[src/rtl/dff_delay_line_pkg.sv]
// rtl/dff_delay_line_pkg.sv - shared operation encoding and index-width helper for the delay line
package dff_delay_line_pkg;

  typedef enum logic [1:0] {
    OP_HOLD  = 2'd0,
    OP_SHIFT = 2'd1,
    OP_LOAD  = 2'd2,
    OP_CLR   = 2'd3
  } op_e;

  // Width needed to index n items; never narrower than one bit.
  function automatic int sel_width(input int n);
    return (n <= 2) ? 1 : $clog2(n);
  endfunction

endpackage

[src/rtl/dff_stage.sv]
// rtl/dff_stage.sv - one data+valid register stage with update strobe and async reset
module dff_stage #(
  parameter int              WIDTH   = 8,
  parameter logic [WIDTH-1:0] RST_VAL = '0
) (
  input  logic             clk,
  input  logic             async_reset,
  input  logic             upd,
  input  logic [WIDTH-1:0] d_next,
  input  logic             v_next,
  output logic [WIDTH-1:0] q,
  output logic             v
);

  always_ff @(posedge clk or posedge async_reset) begin
    if (async_reset) begin
      q <= RST_VAL;
      v <= 1'b0;
    end else if (upd) begin
      q <= d_next;
      v <= v_next;
    end
  end

endmodule

[src/rtl/dff_delay_line.sv]
// rtl/dff_delay_line.sv - DEPTH-stage shift line with clear, parallel load, tap mux and fill counter
module dff_delay_line
  import dff_delay_line_pkg::*;
#(
  parameter int               WIDTH   = 8,
  parameter int               DEPTH   = 4,
  parameter logic [WIDTH-1:0] RST_VAL = '0
) (
  input  logic                              clk,
  input  logic                              async_reset,
  input  logic                              en,
  input  logic                              sync_clr,
  input  logic                              load,
  input  logic [WIDTH*DEPTH-1:0]            load_data,
  input  logic [WIDTH-1:0]                  din,
  input  logic                              din_valid,
  input  logic [sel_width(DEPTH)-1:0]       tap_sel,
  output logic [WIDTH-1:0]                  dout,
  output logic                              dout_valid,
  output logic [WIDTH-1:0]                  tap_out,
  output logic                              tap_valid,
  output logic [sel_width(DEPTH+1)-1:0]     fill_count
);

  localparam int TSW = sel_width(DEPTH);
  localparam int FCW = sel_width(DEPTH + 1);

  op_e              op;
  logic             upd;
  logic [WIDTH-1:0] stage_data [DEPTH];
  logic [DEPTH-1:0] stage_valid;

  always_comb begin
    if (sync_clr)  op = OP_CLR;
    else if (load) op = OP_LOAD;
    else if (en)   op = OP_SHIFT;
    else           op = OP_HOLD;
  end

  assign upd = (op != OP_HOLD);

  for (genvar i = 0; i < DEPTH; i++) begin : g_stage
    logic [WIDTH-1:0] shift_d;
    logic             shift_v;
    logic [WIDTH-1:0] d_next;
    logic             v_next;

    if (i == 0) begin : g_head
      assign shift_d = din;
      assign shift_v = din_valid;
    end else begin : g_body
      assign shift_d = stage_data[i-1];
      assign shift_v = stage_valid[i-1];
    end

    always_comb begin
      case (op)
        OP_CLR: begin
          d_next = RST_VAL;
          v_next = 1'b0;
        end
        OP_LOAD: begin
          d_next = load_data[i*WIDTH +: WIDTH];
          v_next = 1'b1;
        end
        default: begin
          d_next = shift_d;
          v_next = shift_v;
        end
      endcase
    end

    dff_stage #(
      .WIDTH   (WIDTH),
      .RST_VAL (RST_VAL)
    ) u_stage (
      .clk         (clk),
      .async_reset (async_reset),
      .upd         (upd),
      .d_next      (d_next),
      .v_next      (v_next),
      .q           (stage_data[i]),
      .v           (stage_valid[i])
    );
  end

  // Counter tracks popcount of valid flags incrementally; modulo arithmetic
  // keeps the transient +1 harmless when the line is full.
  always_ff @(posedge clk or posedge async_reset) begin
    if (async_reset) begin
      fill_count <= '0;
    end else begin
      case (op)
        OP_CLR:   fill_count <= '0;
        OP_LOAD:  fill_count <= FCW'(DEPTH);
        OP_SHIFT: fill_count <= fill_count + FCW'(din_valid) - FCW'(stage_valid[DEPTH-1]);
        default:  fill_count <= fill_count;
      endcase
    end
  end

  assign dout       = stage_data[DEPTH-1];
  assign dout_valid = stage_valid[DEPTH-1];

  always_comb begin
    tap_out   = RST_VAL;
    tap_valid = 1'b0;
    for (int i = 0; i < DEPTH; i++) begin
      if (tap_sel == TSW'(i)) begin
        tap_out   = stage_data[i];
        tap_valid = stage_valid[i];
      end
    end
  end

endmodule

[config.mk]
export PLATFORM = sky130hd
export DESIGN_NAME = dff_delay_line
export DESIGN_NICKNAME = d
export VERILOG_FILES = /design/src/rtl/dff_delay_line_pkg.sv /design/src/rtl/dff_stage.sv /design/src/rtl/dff_delay_line.sv
export SDC_FILE = /design/constraint.sdc
export NUM_CORES = 1
export LEC_CHECK = 0
export CORE_MARGIN = 2
export CORE_UTILIZATION = 49
export CTS_CLUSTER_SIZE = 30
export DETAILED_ROUTE_END_ITERATION = 6
export PLACE_DENSITY = 0.81
export SYNTH_ARGS = -nofsm -noshare
export SYNTH_HDL_FRONTEND = slang
export SYNTH_HIERARCHICAL = 1
export SYNTH_SLANG_ARGS = --single-unit
export TNS_END_PERCENT = 5
[constraint.sdc]
create_clock -name clk -period 2.4 [get_ports clk]
set_clock_uncertainty 0.1 [all_clocks]
set_input_delay 0.24 -clock clk [delete_from_list [all_inputs] [get_ports clk]]
set_output_delay 0.24 -clock clk [all_outputs]
set_load 0.005 [all_outputs]
==> results of run 1 <==
## flip-flops by register name, indices dropped and copies added, names as in the netlist
signal and cells:
g_stage.u_stage/q 32, fill_count 3, g_stage.u_stage/v 4
## through the flow
step | hold slack [ns] | cells | setup slack [ns] | cell area [µm²] | power (µW)
5_1_grt | 0.2117 | 373 | 0.1176 | 3328 | 1649
3_5_place_dp | 0.4174 | 367 | 0.05874 | 3256 | 1189
4_1_cts | 0.1656 | 373 | 0.1764 | 3328 | 1586
6_report | 0.1636 | 373 | 0.1780 | 3328 | 1582
3_3_place_gp | 0.4015 | 367 | 0.1421 | 3256 | 1177
2_1_floorplan | -0.1064 | 237 | 0.3892 | 2521 | 989.1
## how the worst max path moves through the flow
stage                          from            end  slack, ns  depth (start not counted)
2_1_floorplan  g_stage[3].u_stage/v  fill_count[2]       0.39                          7
3_3_place_gp               sync_clr  fill_count[1]       0.14                          8
3_5_place_dp               sync_clr  fill_count[1]       0.06                          8
4_1_cts                  tap_sel[0]     tap_out[5]       0.18                          4
5_1_grt                  tap_sel[0]     tap_out[5]       0.12                          4
6_report                 tap_sel[0]     tap_out[5]       0.18                          4
## critical path: cells and delay by family
| kind | cells | cell delay, ns |
|---|---|---|
| buffers and inverters | 3 | 1.14 |
| multiplexers | 1 | 0.49 |
## cell type report
cell class | instances | area share [%]
timing repair buffer | 77 | 23.98
tap | 70 | 2.632
inverter | 13 | 1.617
clock buffer | 6 | 2.180
sequential | 39 | 29.32
multi-input combinational | 168 | 40.26
## where the power goes
part | switching [µW] | internal [µW] | total (µW)
sequential | 51.7 | 708 | 760
clock | 209 | 194 | 402
combinational | 154 | 266 | 420
total | 414 | 1170 | 1580
## routing by layer
| layer | wire length, µm | part of all wire [%] | up-vias |
|---|---|---|---|
| li1 | - | - | 920 |
| met1 | 2677 | 43 | 961 |
| met2 | 3041 | 49 | 68 |
| met3 | 299 | 4.8 | 14 |
| met4 | 165 | 2.7 | 0 |
| met5 | 0 | 0 | - |
## kinds of logic after synthesis
family / share of synthesized area (%)
fa+ha+maj: 3.275
mux: 29.48
compound gates: 1.191
xor+xnor: 0.8932
flops: 38.71
simple gates: 18.31
buf+inv: 8.139
## cells in the final DEF, fill, tap and decap left out, types with 2 or more instances in the layout
cell type | synthesis | routed
buf_12 | 0 | 4
buf_4 | 1 | 5
clkbuf_8 | 0 | 5
clkdlybuf4s50_1 | 0 | 68
dfrtp_1 | 39 | 39
ha_1 | 5 | 5
inv_1 | 12 | 11
mux2_4 | 36 | 36
mux4_2 | 9 | 9
nand2_1 | 69 | 69
nand3_1 | 32 | 32
nor2_1 | 8 | 8
o21ai_0 | 2 | 2
==> flow_metrics.tcl, run 1 <==
set metrics [dict create \
    rows 26 \
    yosysWarnings 6 \
    cts_setup_buffers 0 \
    synth.avg_cell_area_um2 10.64 \
    clkSlewWorstSetupHoldPaths_ns 0.07 \
    cts_buffers 5 \
    crit_chain "clkdlybuf4s50_1, buf_12, mux4_2, clkdlybuf4s50_1" \
    overflow 0 \
    cts-htree-levels 2 \
    drt-vias-per-instance 5.263 \
    drive_gt1_share_pct 20.13 \
    worstMarginPinSlew_ns 0.3827 \
    yosys.area.top_type "dfrtp_1" \
    slowest_stage "clkdlybuf4s50_1" \
    final_nets 358 \
    rr_startpoint "g_stage[3].u_stage/v" \
    p_per_area_mw_per_mm2 475.4 \
    period_share_pct 92.58 \
    grt_pass1_vias 1937 \
    rsz0062_at_grt "no" \
    grtUsageMet3_pct 2.778 \
    clock-sinks 39 \
    gr-max-usage-layer "met2" \
    yosysMostFrequentCell "nand2_1" \
    dp.final_hpwl_um 4612 \
    crit_path_end_kind "output port" \
    first_iter_violations 177 \
    crit_required_ns 2.06 \
    core_area_mm2 0.005042 \
    drt_pass1_iterations 4 \
    cts_buffer_depth 2 \
    cp.arrival_ns 1.88 \
    ios 69 \
    finalSetupTns_ns 0 \
    gp_congestion 0.8404 \
    relSlewSlack_pct 74.46 \
    fmax_ghz 0.4500 \
    ys_ff_latch 39 \
    start_kind "primary input" \
    synthCells 237 \
    diodes 0 \
    post_synth_num_cell_types 22 \
    cts_resized 0 \
    synth_edf_count 0 \
    critPathMostFrequentCell "clkdlybuf4s50_1" \
    wire_per_inst_um 16.58 \
    die_w_um 75.73 \
    multi_input_area_mm2 0.001340 \
    die_h_um 75.73 \
    synth.area.top_cells "dfrtp_1 39%, mux2_4 21%, nand2_1 10%" \
    drv_cap 0 \
    cpPeakStageDelay_ns 0.50 \
    fillers 394 \
    r2r_cells 7 \
    cts_hold_buf 0 \
    grt_max_degree 34 \
    setup_viol 0 \
    drc_errors 0 \
    grtUsageTotal_pct 22.55 \
    grt_use_met2_pct 37.00 \
    synth.cell_area_mm2 0.002521 \
    wl_um 6184 \
    grt_antenna_before_repair 0 \
    ys_seq_area_share_pct 38.71 \
    report.final.slew_viol_count 0 \
    status "finished clean" \
    syn_to_final_growth_pct 32.01 \
    worstPathMaxFanout 9 \
    cts_tree "yes" \
    seqCellArea_um2 975.9 \
    yosys.area.top_type_share_pct 38.71 \
    min_path_type "primary input to asynchronous set/reset pin" \
    async_flop_share_pct 100.0 \
    vias 1963 \
    cts_root_buf "clkbuf_8" \
    ff2ff_setup_slack_ns 0.25 \
    finalHoldViolations 0 \
    synth_common_cells "69 x nand2_1, 39 x dfrtp_1, 36 x mux2_4" \
    peakVddDrop_mv 0.2582 \
    rr_endpoint "fill_count[2]" \
    synthFlopType "dfrtp_1" \
    numPortBuffers 68 \
    grt_pass1_wl_um 9370 \
    ant_nets 0 \
    dieArea_mm2 0.005735 \
    synth_fp_nets 291 \
    leakage_uw 0.001688 \
    insertion_delay_ns 0.29 \
    gr-usage-met1_pct 30.44 \
    initial_core_util_pct 50.00 \
    final_util_pct 66.01 \
    min_period_ns 2.222 \
    critical_path_class "primary input to output port" \
]
Power figures use the tool's default switching activity.
==> run 2: changes to the inputs <==
CAP_MARGIN = 20   (was unset)
SKIP_CTS_REPAIR_TIMING = 1   (was unset)
==> results of run 2 <==
No change in the layout: final DEF, timing and power equal those of run 1.
==> RTL change 1: new RTL, settings of run 1 <==
Set the parameter `DEPTH` to 8 (it was 4).
--- a/src/rtl/dff_delay_line.sv
+++ b/src/rtl/dff_delay_line.sv
@@ -3,7 +3,7 @@
   import dff_delay_line_pkg::*;
 #(
   parameter int               WIDTH   = 8,
-  parameter int               DEPTH   = 4,
+  parameter int               DEPTH   = 8,
   parameter logic [WIDTH-1:0] RST_VAL = '0
 ) (
   input  logic                              clk,
Interface: changed (resized fill_count, load_data and tap_sel); port bits go from 69 to 103. No check against the original RTL was run, so the function may have changed too.
==> RTL change 1 against run 1 <==
- setup slack worse by 0.12 ns
- sequential power up 95%
- total power up 120%
- routed wire length up 120%
- largest power group unchanged
- largest cell class unchanged
- critical endpoint is now tap_out[1]
- design area up 95%
- area after synthesis up 95%
- sequential cell count up 37
==> RTL change 1: results (changes against run 1) <==
[placement]
dpl-instance-area_um2 = 6145  ; +89%
numPortBuffers = 102  ; +50%
post-place-ws_ns = -0.3287  ; -0.3874 ns
hpwl_mm = 9.728  ; +110%

[floorplanning]
rows = 36  ; +38%

[grt]
grt_pass1_vias = 4235  ; +120%
grt_pass1_wl_mm = 21.98  ; +130%
grt_max_degree = 40  ; +18%

[sta]
whs_ns = 0.2666  ; +0.1030 ns
fin_ws_ns = 0.06069  ; -0.1173 ns
tightest_slew_ns = 0.4811  ; +0.09839 ns

[route]
wl_per_cell_um = 18.33  ; +11%
vias = 4127  ; +110%
drtIter0Drc = 298  ; +68%

[outcome]
status = completed

[yosys]
syn_nets = 589  ; +100%
synth_commonest_cells = nand2_1, dfrtp_1, mux2_4
synthTopCellsByArea = dfrtp_1, mux2_4, nand2_1

[worst_setup_path]
crit_slowest_cell = mux4_1
arrival_ns = 2.00  ; +0.12 ns
reg2reg_from = g_stage[7].u_stage/v$_DFFE_PP0P_
rrSetupSlack_ns = 0.56  ; +0.31 ns

[layout]
num-fill-cells = 735  ; +87%
top_regs = g_stage.u_stage/q x64, g_stage.u_stage/v x8, fill_count x4

[cts]
clk_latency_ns = 0.35  ; +0.06 ns
cts_max_level = 3  ; +1
numCtsBuffers = 9  ; +4

-- RTL change 1: cell types whose count changed after synthesis, sizes merged, moves of 9 or more --
cell   change
nand2     +69
o21ai      +9
mux2      +36
nor2      +11
mux2i     +10
nand3     +34
dfrtp     +37
buf       +17
-- RTL change 1: worst min path at each step --
stage          cells past startpoint                          endpoint                             start
5_1_grt                            2         fill_count[0]$_DFFE_PP0P_                       async_reset
6_report                           2         fill_count[2]$_DFFE_PP0P_                       async_reset
3_3_place_gp                       1  g_stage[1].u_stage/v$_DFFE_PP0P_  g_stage[1].u_stage/v$_DFFE_PP0P_
4_1_cts                            2         fill_count[1]$_DFFE_PP0P_                       async_reset
2_1_floorplan                      1         fill_count[0]$_DFFE_PP0P_                       async_reset
3_5_place_dp                       1  g_stage[1].u_stage/v$_DFFE_PP0P_  g_stage[1].u_stage/v$_DFFE_PP0P_
-- RTL change 1: kinds of logic after synthesis --
kind of cell / synth area share
AO/OA/AOI/OAI: 0.04153
XOR/XNOR: 0.005351
adder cells (fa/ha/maj): 0.02191
buffers and inverters: 0.06191
flip-flops: 0.3873
multiplexers: 0.2795
AND/OR/NAND/NOR: 0.2026
-- RTL change 1: report_power, final --
part / total [mW] / internal, mW / leakage (nW) / switching (mW)
clock: 1.29 / 0.798 / 0.127 / 0.491
sequential: 1.48 / 1.38 / 1.01 / 0.105
combinational: 0.769 / 0.453 / 2.26 / 0.316
-- RTL change 1: cell type report --
class,count,area [um2],share of cell area
Inverter,20,77.57,0.01197
Multi-Input combinational cell,365,2708,0.4178
Tap cell,133,166.4,0.02568
Timing Repair Buffer,135,1361,0.2100
Clock inverter,6,136.4,0.02104
Sequential cell,76,1904,0.2938
Clock buffer,10,127.6,0.01969
-- RTL change 1: repair_timing --
item,in CTS,in global routing
gates cloned,1,0
hold endpoints to repair,0,0
endpoints found under the setup margin,9,3
resized for setup,16,4
setup buffers,6,0
pin swaps,0,1
-- RTL change 1: per-layer routing --
metal	global-route usage	share of wire	vias up
met2	0.4243	0.49	192
met1	0.3405	0.42	2010
met3	0.05890	0.072	21
met5	0	0	-
met4	0.08012	0.016	0
li1	-	-	1904
-- RTL change 1: critical path, delay by kind of cell, from the launching register on --
kind / cells / cell delay [ns]
AOI/OAI and AO/OA: 1 / 0.30
and+or+nand+nor: 1 / 0.17
muxes: 1 / 0.50
buffers and inverters: 1 / 0.27
DFF: 1 / 0.40
-- RTL change 1: stage by stage --
step           std cells  TNS [ns]    util  power, mW
2_1_floorplan        500         0       -      1.903
3_3_place_gp         722    -2.256  0.6316      2.222
4_1_cts              745         0  0.6662      3.542
6_report             745         0  0.6662      3.540
5_1_grt              745         0  0.6662      3.682
3_5_place_dp         722    -2.705  0.6316      2.251
==> RTL change 2: new RTL, config.mk and constraints of run 1 <==
Made on the original files. Register the input `tap_sel` before use, without a reset. The logic sees it one clock later. The other inputs are not delayed to match.
--- a/src/rtl/dff_delay_line.sv
+++ b/src/rtl/dff_delay_line.sv
@@ -24,6 +24,12 @@
 
   localparam int TSW = sel_width(DEPTH);
   localparam int FCW = sel_width(DEPTH + 1);
+
+  logic [sel_width(DEPTH)-1:0] tap_sel_q;
+
+  always_ff @(posedge clk) begin
+    tap_sel_q <= tap_sel;
+  end
 
   op_e              op;
   logic             upd;
@@ -106,7 +112,7 @@
     tap_out   = RST_VAL;
     tap_valid = 1'b0;
     for (int i = 0; i < DEPTH; i++) begin
-      if (tap_sel == TSW'(i)) begin
+      if (tap_sel_q == TSW'(i)) begin
         tap_out   = stage_data[i];
         tap_valid = stage_valid[i];
       end
Check against the original RTL: not equivalent (Yosys sat finds a counterexample within 4 cycles, from zero or initial values and one cycle with async_reset high).
==> RTL change 2 against run 1 <==
- total power up 5.9%
- synthesized cell count up 0.84%
- setup slack better by 0.027 ns
- design area rose by 1.4%
- routed wire length fell by 3.0%
- sequential cell count up 2
- area after synthesis is 1.5% higher
- die area is 1.4% higher
- first-iteration DRC count is the same
- largest cell class unchanged
==> RTL change 2: results (changes against run 1) <==
[yosys]
synthMuxAreaShare = 0.2905  ; -0.004325
synth_xor_area_frac = 0.008802  ; -0.0001310
syn_nets = 293  ; +0.69%
ys_seq_area_frac = 0.3971  ; +0.009969
yosysWarnings = 6  ; unchanged
synth_compound_area_frac = 0.01174  ; -0.0001747
synthTopCellsByArea = dfrtp_1, mux2_4, nand2_1
synth_cell_type_count = 22  ; unchanged
yosys.area_share.adder = 0.03227  ; -0.0004805
synthArstFlopShare = 0.9512  ; -0.04878
synth-main-ff-cell = dfrtp_1
avgSynthCellArea_um2 = 10.71  ; +0.64%

[worst_setup_path]
reg2reg_from = g_stage[3].u_stage/v$_DFFE_PP0P_
crit_slowest_cell = mux4_2
cp_slowest_stage_delay_ns = 0.55  ; +0.05 ns
setup.worst_path.start = tap_sel_q[0]$_DFF_P_
rrSetupSlack_ns = 0.32  ; +0.07 ns
critPathCapture = tap_out[3]
worstReg2RegEnd = fill_count[2]$_DFFE_PP0P_

[grt]
antenna_found_initial = 0  ; unchanged
grt_max_degree = 29  ; -15%
grt_util_all_layers = 0.2241  ; -0.001330
grt_pass1_vias = 1968  ; +1.6%
grt_pass1_wl_mm = 10.15  ; +8.3%

[placement]
dpl-instance-area_um2 = 3283  ; +0.85%
numPortBuffers = 68  ; unchanged
post-place-ws_ns = 0.1648  ; +0.1061 ns
gp_congestion = 0.8066  ; -4.0%
hpwl_mm = 4.299  ; -6.8%
dp.cells = 369  ; +0.54%

[route]
drtIter0Drc = 177  ; unchanged
vias_per_cell = 5.188  ; -1.4%
wl_mm = 5.996  ; -3.0%

[cts]
postCtsSetupBuffers = 0  ; unchanged
clk_pin_slew_ns = 0.07  ; about the same
cts-root-buf = clkbuf_8
clk_latency_ns = 0.30
numCtsBuffers = 5  ; unchanged
cts_max_level = 2  ; unchanged

[layout]
nets = 360  ; +0.56%
drive_gt1_frac = 0.2020  ; +0.0006343
num-fill-cells = 403  ; +2.3%
stdcell_count = 377  ; +1.1%

[power_and_ir_drop]
p_leak_nw = 1.709  ; +1.2%
peakVddDrop_mv = 0.3029  ; +17%

[sta]
period_share = 0.9145  ; -0.01133
whs_ns = 0.1429  ; -0.02074 ns
slew_headroom = 0.6784  ; -0.06621

[outcome]
status = completed

-- RTL change 2: power breakdown --
group,internal [mW],switching [mW],leakage [nW],total [mW]
Combinational,0.264,0.148,1.13,0.412
Clock,0.235,0.234,0.0455,0.469
Sequential,0.743,0.0519,0.533,0.794
Total,1.24,0.434,1.71,1.68
-- RTL change 2: metal layers --
metal	routed length (um)	share of wire	global-route usage
met5	0	0	0
met4	80	0.013	0.06727
met3	405	0.068	0.04502
met2	2799	0.47	0.3292
met1	2710	0.45	0.3362
-- RTL change 2: per-stage QoR --
stage	power, mW	utilization
finish	1.675	0.6647
detailed placement	1.218	0.6469
CTS	1.688	0.6647
global route	1.764	0.6647
floorplan	1.025	-
global placement	1.211	0.6469
-- RTL change 2: final cells by class --
type,instances,share of cell area
Multi-Input combinational cell,168,0.3973
Sequential cell,41,0.3012
Timing Repair Buffer,77,0.2329
Clock buffer,8,0.02671
Tap cell,70,0.02596
Inverter,13,0.01595
